<file path="config.mk">
export PLATFORM = sky130hd
export DESIGN_NAME = cpu_control_unit
export DESIGN_NICKNAME = d
export VERILOG_FILES = /design/src/rtl/cpu_control_unit.sv
export SDC_FILE = /design/constraint.sdc
export NUM_CORES = 1
export LEC_CHECK = 0
export ABC_AREA = 1
export BUFFER_PORTS_ARGS = -buffer_cell sky130_fd_sc_hd__buf_2
export CAP_MARGIN = 25
export CORE_UTILIZATION = 48
export CTS_BUF_LIST = sky130_fd_sc_hd__clkbuf_2
export DETAILED_ROUTE_END_ITERATION = 8
export MAX_ROUTING_LAYER = met4
export PLACE_DENSITY = 0.77
export SLEW_MARGIN = 25
export SYNTH_ARGS = -nofsm -noshare
export SYNTH_HDL_FRONTEND = slang
export SYNTH_SLANG_ARGS = --single-unit
</file>
<file path="constraint.sdc">
create_clock -name clk -period 1.6 [get_ports clk]
set_clock_uncertainty 0.2 [all_clocks]
set_input_delay 0.16 -clock clk [delete_from_list [all_inputs] [get_ports clk]]
set_output_delay 0.16 -clock clk [all_outputs]
set_load 0.02 [all_outputs]
</file>
<file path="src/rtl/cpu_control_unit.sv">
// Hardwired multi-cycle control FSM for the 8-bit accumulator CPU.
// Sequences fetch/decode/execute, drives datapath strobes and a
// req/ack handshake to the shared RAM with a wait-state timeout.
module cpu_control_unit #(
  parameter int ACK_TIMEOUT = 15
) (
  input  logic       clk,
  input  logic       R,
  input  logic [7:0] ir,
  input  logic       carry,
  input  logic       mem_ack,
  output logic [2:0] bus_sel,
  output logic       ld_ar,
  output logic       ld_pc,
  output logic       inc_pc,
  output logic       ld_dr,
  output logic       ld_ac,
  output logic       ld_ir,
  output logic [2:0] alu_op,
  output logic       mem_req,
  output logic       mem_we,
  output logic       halted,
  output logic       bus_err,
  output logic [2:0] state
);

  typedef enum logic [2:0] {
    S_F0 = 3'd0, S_F1 = 3'd1, S_DEC = 3'd2, S_RD = 3'd3,
    S_EX = 3'd4, S_WR = 3'd5, S_JC = 3'd6, S_HALT = 3'd7
  } state_t;

  localparam logic [7:0] TO_LAST = 8'(ACK_TIMEOUT - 1);

  state_t     r_state;
  logic [7:0] r_cnt;
  logic       r_bus_err;
  // Low for the cycle after reset release so the first F0 cycle begins
  // on the first rising edge after R rises.
  logic       r_run;

  logic [2:0] w_op;
  logic       w_in_mem;
  logic       w_timeout;
  logic       w_en;
  logic [2:0] w_bus_sel, w_alu_op;
  logic       w_ld_ar, w_ld_pc, w_inc_pc, w_ld_dr, w_ld_ac, w_ld_ir;
  logic       w_mem_req, w_mem_we, w_halted;

  assign w_op      = ir[7:5];
  assign w_in_mem  = (r_state == S_RD) || (r_state == S_WR);
  // Ack on the final allowed cycle still counts as success.
  assign w_timeout = w_in_mem && !mem_ack && (r_cnt == TO_LAST);
  assign w_en      = R && r_run;

  // State sequencing, wait counter and sticky bus error.
  always_ff @(posedge clk or negedge R) begin
    if (!R) begin
      r_state   <= S_F0;
      r_cnt     <= 8'd0;
      r_bus_err <= 1'b0;
      r_run     <= 1'b0;
    end else begin
      r_run <= 1'b1;
      if (r_run) begin
        case (r_state)
          S_F0: r_state <= S_F1;
          S_F1: r_state <= S_DEC;
          S_DEC: begin
            r_cnt <= 8'd0;
            case (w_op)
              3'd5:    r_state <= S_WR;
              3'd7:    r_state <= (ir[4:0] == 5'd31) ? S_HALT : S_JC;
              default: r_state <= S_RD;
            endcase
          end
          S_RD: begin
            if (mem_ack) r_state <= S_EX;
            else if (w_timeout) begin
              r_state   <= S_HALT;
              r_bus_err <= 1'b1;
            end else r_cnt <= r_cnt + 8'd1;
          end
          S_EX: begin
            r_cnt   <= 8'd0;
            r_state <= (w_op == 3'd6) ? S_WR : S_F0;
          end
          S_WR: begin
            if (mem_ack) r_state <= S_F0;
            else if (w_timeout) begin
              r_state   <= S_HALT;
              r_bus_err <= 1'b1;
            end else r_cnt <= r_cnt + 8'd1;
          end
          S_JC:    r_state <= S_F0;
          default: r_state <= S_HALT;
        endcase
      end
    end
  end

  // Per-state control decode; ld_dr follows mem_ack in RD.
  always_comb begin
    w_bus_sel = 3'd0;
    w_alu_op  = 3'd0;
    w_ld_ar   = 1'b0;
    w_ld_pc   = 1'b0;
    w_inc_pc  = 1'b0;
    w_ld_dr   = 1'b0;
    w_ld_ac   = 1'b0;
    w_ld_ir   = 1'b0;
    w_mem_req = 1'b0;
    w_mem_we  = 1'b0;
    w_halted  = 1'b0;
    case (r_state)
      S_F0:  begin w_bus_sel = 3'd1; w_ld_ar = 1'b1; end
      S_F1:  begin w_bus_sel = 3'd6; w_ld_ir = 1'b1; w_inc_pc = 1'b1; end
      S_DEC: begin w_bus_sel = 3'd4; w_ld_ar = 1'b1; end
      S_RD:  begin w_bus_sel = 3'd5; w_mem_req = 1'b1; w_ld_dr = mem_ack; end
      S_EX:  begin w_ld_ac = 1'b1; w_alu_op = w_op; end
      S_WR:  begin w_bus_sel = 3'd3; w_mem_req = 1'b1; w_mem_we = 1'b1; end
      S_JC:  begin w_bus_sel = 3'd0; w_ld_pc = carry; end
      default: w_halted = 1'b1;
    endcase
  end

  // Everything is forced low while in reset or before the first run edge.
  assign bus_sel = w_bus_sel & {3{w_en}};
  assign alu_op  = w_alu_op & {3{w_en}};
  assign ld_ar   = w_ld_ar & w_en;
  assign ld_pc   = w_ld_pc & w_en;
  assign inc_pc  = w_inc_pc & w_en;
  assign ld_dr   = w_ld_dr & w_en;
  assign ld_ac   = w_ld_ac & w_en;
  assign ld_ir   = w_ld_ir & w_en;
  assign mem_req = w_mem_req & w_en;
  assign mem_we  = w_mem_we & w_en;
  assign halted  = w_halted & w_en;
  assign bus_err = r_bus_err & R;
  assign state   = r_state & {3{R}};

endmodule
</file>
==> run_summary.xml <==
<?xml version="1.0" encoding="UTF-8"?>
<metrics>
  <group name="global_route">
    <metric name="via_count_of_the_first_global_routing_pass" unit="">1230</metric>
    <metric name="grt_overflow_total" unit="">0</metric>
    <metric name="grt_antenna_before_repair" unit="">0</metric>
    <metric name="grt_max_degree" unit="">14</metric>
    <metric name="global_route_wire_length_before_repair" unit="mm">5.15</metric>
    <metric name="track_usage" unit="%">27.7</metric>
  </group>
  <group name="logic_synthesis">
    <metric name="ys_ff_latch" unit="">13</metric>
    <metric name="post_synth_instance_area" unit="µm²">1120</metric>
    <metric name="synth_cell_types" unit="">23</metric>
    <metric name="portion_of_the_post_synthesis_area_used_by_sequential_elements" unit="%">29.1</metric>
    <metric name="net_count_synth" unit="">191</metric>
    <metric name="avgSynthCellArea" unit="µm²">6.32</metric>
    <metric name="syn_inst" unit="">177</metric>
    <metric name="synth-warning-count" unit="">0</metric>
  </group>
  <group name="floorplan">
    <metric name="core-area" unit="µm²">2210</metric>
    <metric name="die_height" unit="µm">50.3</metric>
    <metric name="fp.dieArea" unit="µm²">2530</metric>
    <metric name="die-width" unit="µm">50.3</metric>
    <metric name="io_pins" unit="">31</metric>
    <metric name="initial_standard_cell_utilization_of_the_core" unit="%">50.6</metric>
    <metric name="std_cell_rows" unit="">17</metric>
  </group>
  <group name="timing">
    <metric name="max_freq" unit="MHz">544</metric>
    <metric name="grt_setup_unrepaired" unit="">yes</metric>
    <metric name="setup_viol_count_final" unit="">25</metric>
    <metric name="final_critical_path_required_period" unit="ps">1840</metric>
    <metric name="slew_headroom" unit="%">60.1</metric>
    <metric name="slew_violations" unit="">0</metric>
    <metric name="post-route-period-util" unit="%">115</metric>
    <metric name="timing.final.hold_violations" unit="">0</metric>
    <metric name="worstMarginPinSlew" unit="ps">597</metric>
    <metric name="final_critical_path_setup_slack" unit="ps">-240</metric>
  </group>
  <group name="power_and_ir_drop">
    <metric name="lkg_pwr" unit="nW">0.910</metric>
    <metric name="pwr_density_cell" unit="nW/µm²">1200</metric>
    <metric name="vdd_ir_drop_max" unit="µV">1190</metric>
    <metric name="post-layout-total-power" unit="W">0.00205</metric>
  </group>
  <group name="routing">
    <metric name="antenna_violating_nets_post_route" unit="">0</metric>
    <metric name="vias" unit="">1393</metric>
    <metric name="drc_errors" unit="">0</metric>
    <metric name="first_pass_iters" unit="">4</metric>
    <metric name="post_dr_wirelength_cell" unit="µm">13.9</metric>
    <metric name="route.detailed.vias_per_inst" unit="">5.36</metric>
    <metric name="totalWireLength" unit="mm">3.63</metric>
    <metric name="detail_route.iter0.violations" unit="">47</metric>
  </group>
  <group name="layout">
    <metric name="utilization" unit="%">77.4</metric>
    <metric name="leading_cell_type_in_the_layout_fill_and_taps_excluded" unit="">nand2_1</metric>
    <metric name="post_route_cells_drive_above_1_share" unit="%">46.1</metric>
    <metric name="final_cell_area" unit="µm²">1710</metric>
    <metric name="layout_common_cells" unit="">40 x nand2_1, 23 x buf_4, 21 x nand3_1</metric>
    <metric name="finish.net_count" unit="">247</metric>
    <metric name="multiInputGateArea" unit="µm²">810</metric>
    <metric name="final-seq-area" unit="µm²">329</metric>
    <metric name="layout.cells.non_filler" unit="">260</metric>
    <metric name="fillCellCount" unit="">154</metric>
    <metric name="area_growth_syn_to_layout" unit="%">53.1</metric>
    <metric name="num_antenna_cells" unit="">0</metric>
  </group>
  <group name="worst_hold_path">
    <metric name="worstHoldPathType" unit="">primary input to flip-flop</metric>
  </group>
  <group name="placed_design">
    <metric name="pre_cts_slack" unit="ps">-65.3</metric>
    <metric name="io_buffer_count" unit="">30</metric>
    <metric name="detailed_place.area" unit="µm²">1420</metric>
    <metric name="placed_cells" unit="">249</metric>
    <metric name="place.detailed.hpwl" unit="mm">2.25</metric>
    <metric name="place_congestion" unit="">0.918</metric>
  </group>
  <group name="cts">
    <metric name="ctsHtreeMaxLevel" unit="">1</metric>
    <metric name="tritoncts" unit="">built</metric>
    <metric name="clock_latency" unit="ps">280</metric>
    <metric name="cts_root_buffer" unit="">clkbuf_2</metric>
    <metric name="numCtsBuffers" unit="">3</metric>
    <metric name="clk_transition_reported_paths" unit="ps">130</metric>
    <metric name="cts_sinks" unit="">13</metric>
    <metric name="ctsLongestPathBuffers" unit="">2</metric>
  </group>
  <group name="setup_path">
    <metric name="critical_path_peak_fanout" unit="">4</metric>
    <metric name="element_type_at_the_critical_path_end" unit="">output pin</metric>
    <metric name="worst-endpoint-required" unit="ps">1240</metric>
    <metric name="timing.critical_path.from_type" unit="">flip-flop</metric>
    <metric name="cp_data_arrival_time" unit="ps">1480</metric>
    <metric name="setup.worst_path.class" unit="">flip-flop to output pin</metric>
  </group>
  <group name="run_status">
    <metric name="run_status" unit="">finished with violations</metric>
    <metric name="failing_checks" unit="">negative setup slack</metric>
  </group>
  <group name="job">
    <metric name="max_cap_violations" unit="">0</metric>
  </group>
</metrics>
layer usage:
| metal | global-route usage [%] | wire length, µm | vias to the layer above |
|---|---|---|---|
| met2 | 46.9 | 1940 | 61 |
| li1 | - | - | 652 |
| met4 | 12.4 | 98 | 0 |
| met3 | 2.42 | 175 | 13 |
| met1 | 33.2 | 1410 | 667 |
| met5 | - | 0 | - |
critical path: stages, from the launching register on:
cell	delay (ps)
dfrtp_2	490
inv_2	120
nand2_1	130
buf_4	170
nor3_1	110
buf_2	180
cell usage after synthesis, drive strengths merged:
library cell / number / area share (%)
a21oi: 2 / 0.89
nor3: 3 / 1.3
nand2: 57 / 23
ha: 2 / 2.2
nand3: 22 / 9.8
xnor2: 2 / 1.6
nor2: 36 / 15
dfrtp: 13 / 29
nand4: 1 / 0.56
inv: 28 / 9.4
buf: 3 / 2.3
conb: 1 / 0.34
o21ai: 6 / 4.0
o21bai: 1 / 0.67
repair_timing:
item                                    CTS  global route
buffers inserted                          3             2
resized for setup                        31            40
pin swaps                                 7             6
hold endpoints to repair                 13             0
hold buffers                              1             0
gates cloned                              1             0
endpoints found under the setup margin   24            26
path summary, 6_finish.rpt:
| check | start | end | slack, ps | cells past startpoint |
|---|---|---|---|---|
| max | r_state[0]$_DFFE_PN0P_ | ld_pc | -240 | 5 |
| min | mem_ack | r_cnt[1]$_DFFE_PN0P_ | 130 | 4 |
| max reg2reg | r_state[0]$_DFFE_PN0P_ | r_state[2]$_DFFE_PN0P_ | -200 | 8 |
| min reg2reg | r_bus_err$_DFFE_PN0P_ | r_bus_err$_DFFE_PN0P_ | 290 | 2 |
| max in group asynchronous | R | r_state[1]$_DFFE_PN0P_ | 380 | 3 |
| min in group asynchronous | R | r_cnt[5]$_DFFE_PN0P_ | 390 | 3 |
metrics by stage:
stage	setup TNS (ps)	hold WS [ps]
after detailed placement	-472	-30.3
after CTS	-2060	46.4
after global placement	-0.556	-29.9
after floorplan	0	-336
after global routing	-5080	114
final	-3760	126
cells by family (layout without fill, tap and decap cells):
logic type,after synthesis,in the layout,share of synthesized area (%)
AO/OA/AOI/OAI,9,9,5.59
buffers and inverters,31,85,11.7
other,1,1,0.335
flip-flops,13,13,29.1
XOR/XNOR,2,2,1.57
adder cells (fa/ha/maj),2,2,2.24
AND/OR/NAND/NOR,119,120,49.4
state kept, by name, summed over array words and instances, names as in the netlist:
name       count
r_cnt          8
r_bus_err      1
r_run          1
r_state        3
power breakdown:
| group | total (W) | leakage, nW | switching [W] | internal (W) |
|---|---|---|---|---|
| clock | 0.000175 | 0.0166 | 0.000109 | 0.0000663 |
| combinational | 0.00140 | 0.728 | 0.000839 | 0.000565 |
| sequential | 0.000476 | 0.165 | 0.0000955 | 0.000380 |
| total | 0.00205 | 0.910 | 0.00104 | 0.00101 |
layout make-up:
cell class	instances	share of cell area, %
Multi-Input combinational cell	134	47.3
Timing Repair Buffer	53	23.9
Sequential cell	13	19.2
Inverter	28	6.43
Tap cell	28	2.05
Clock buffer	4	1.17
Note: power is estimated with default switching activity, not from simulation.
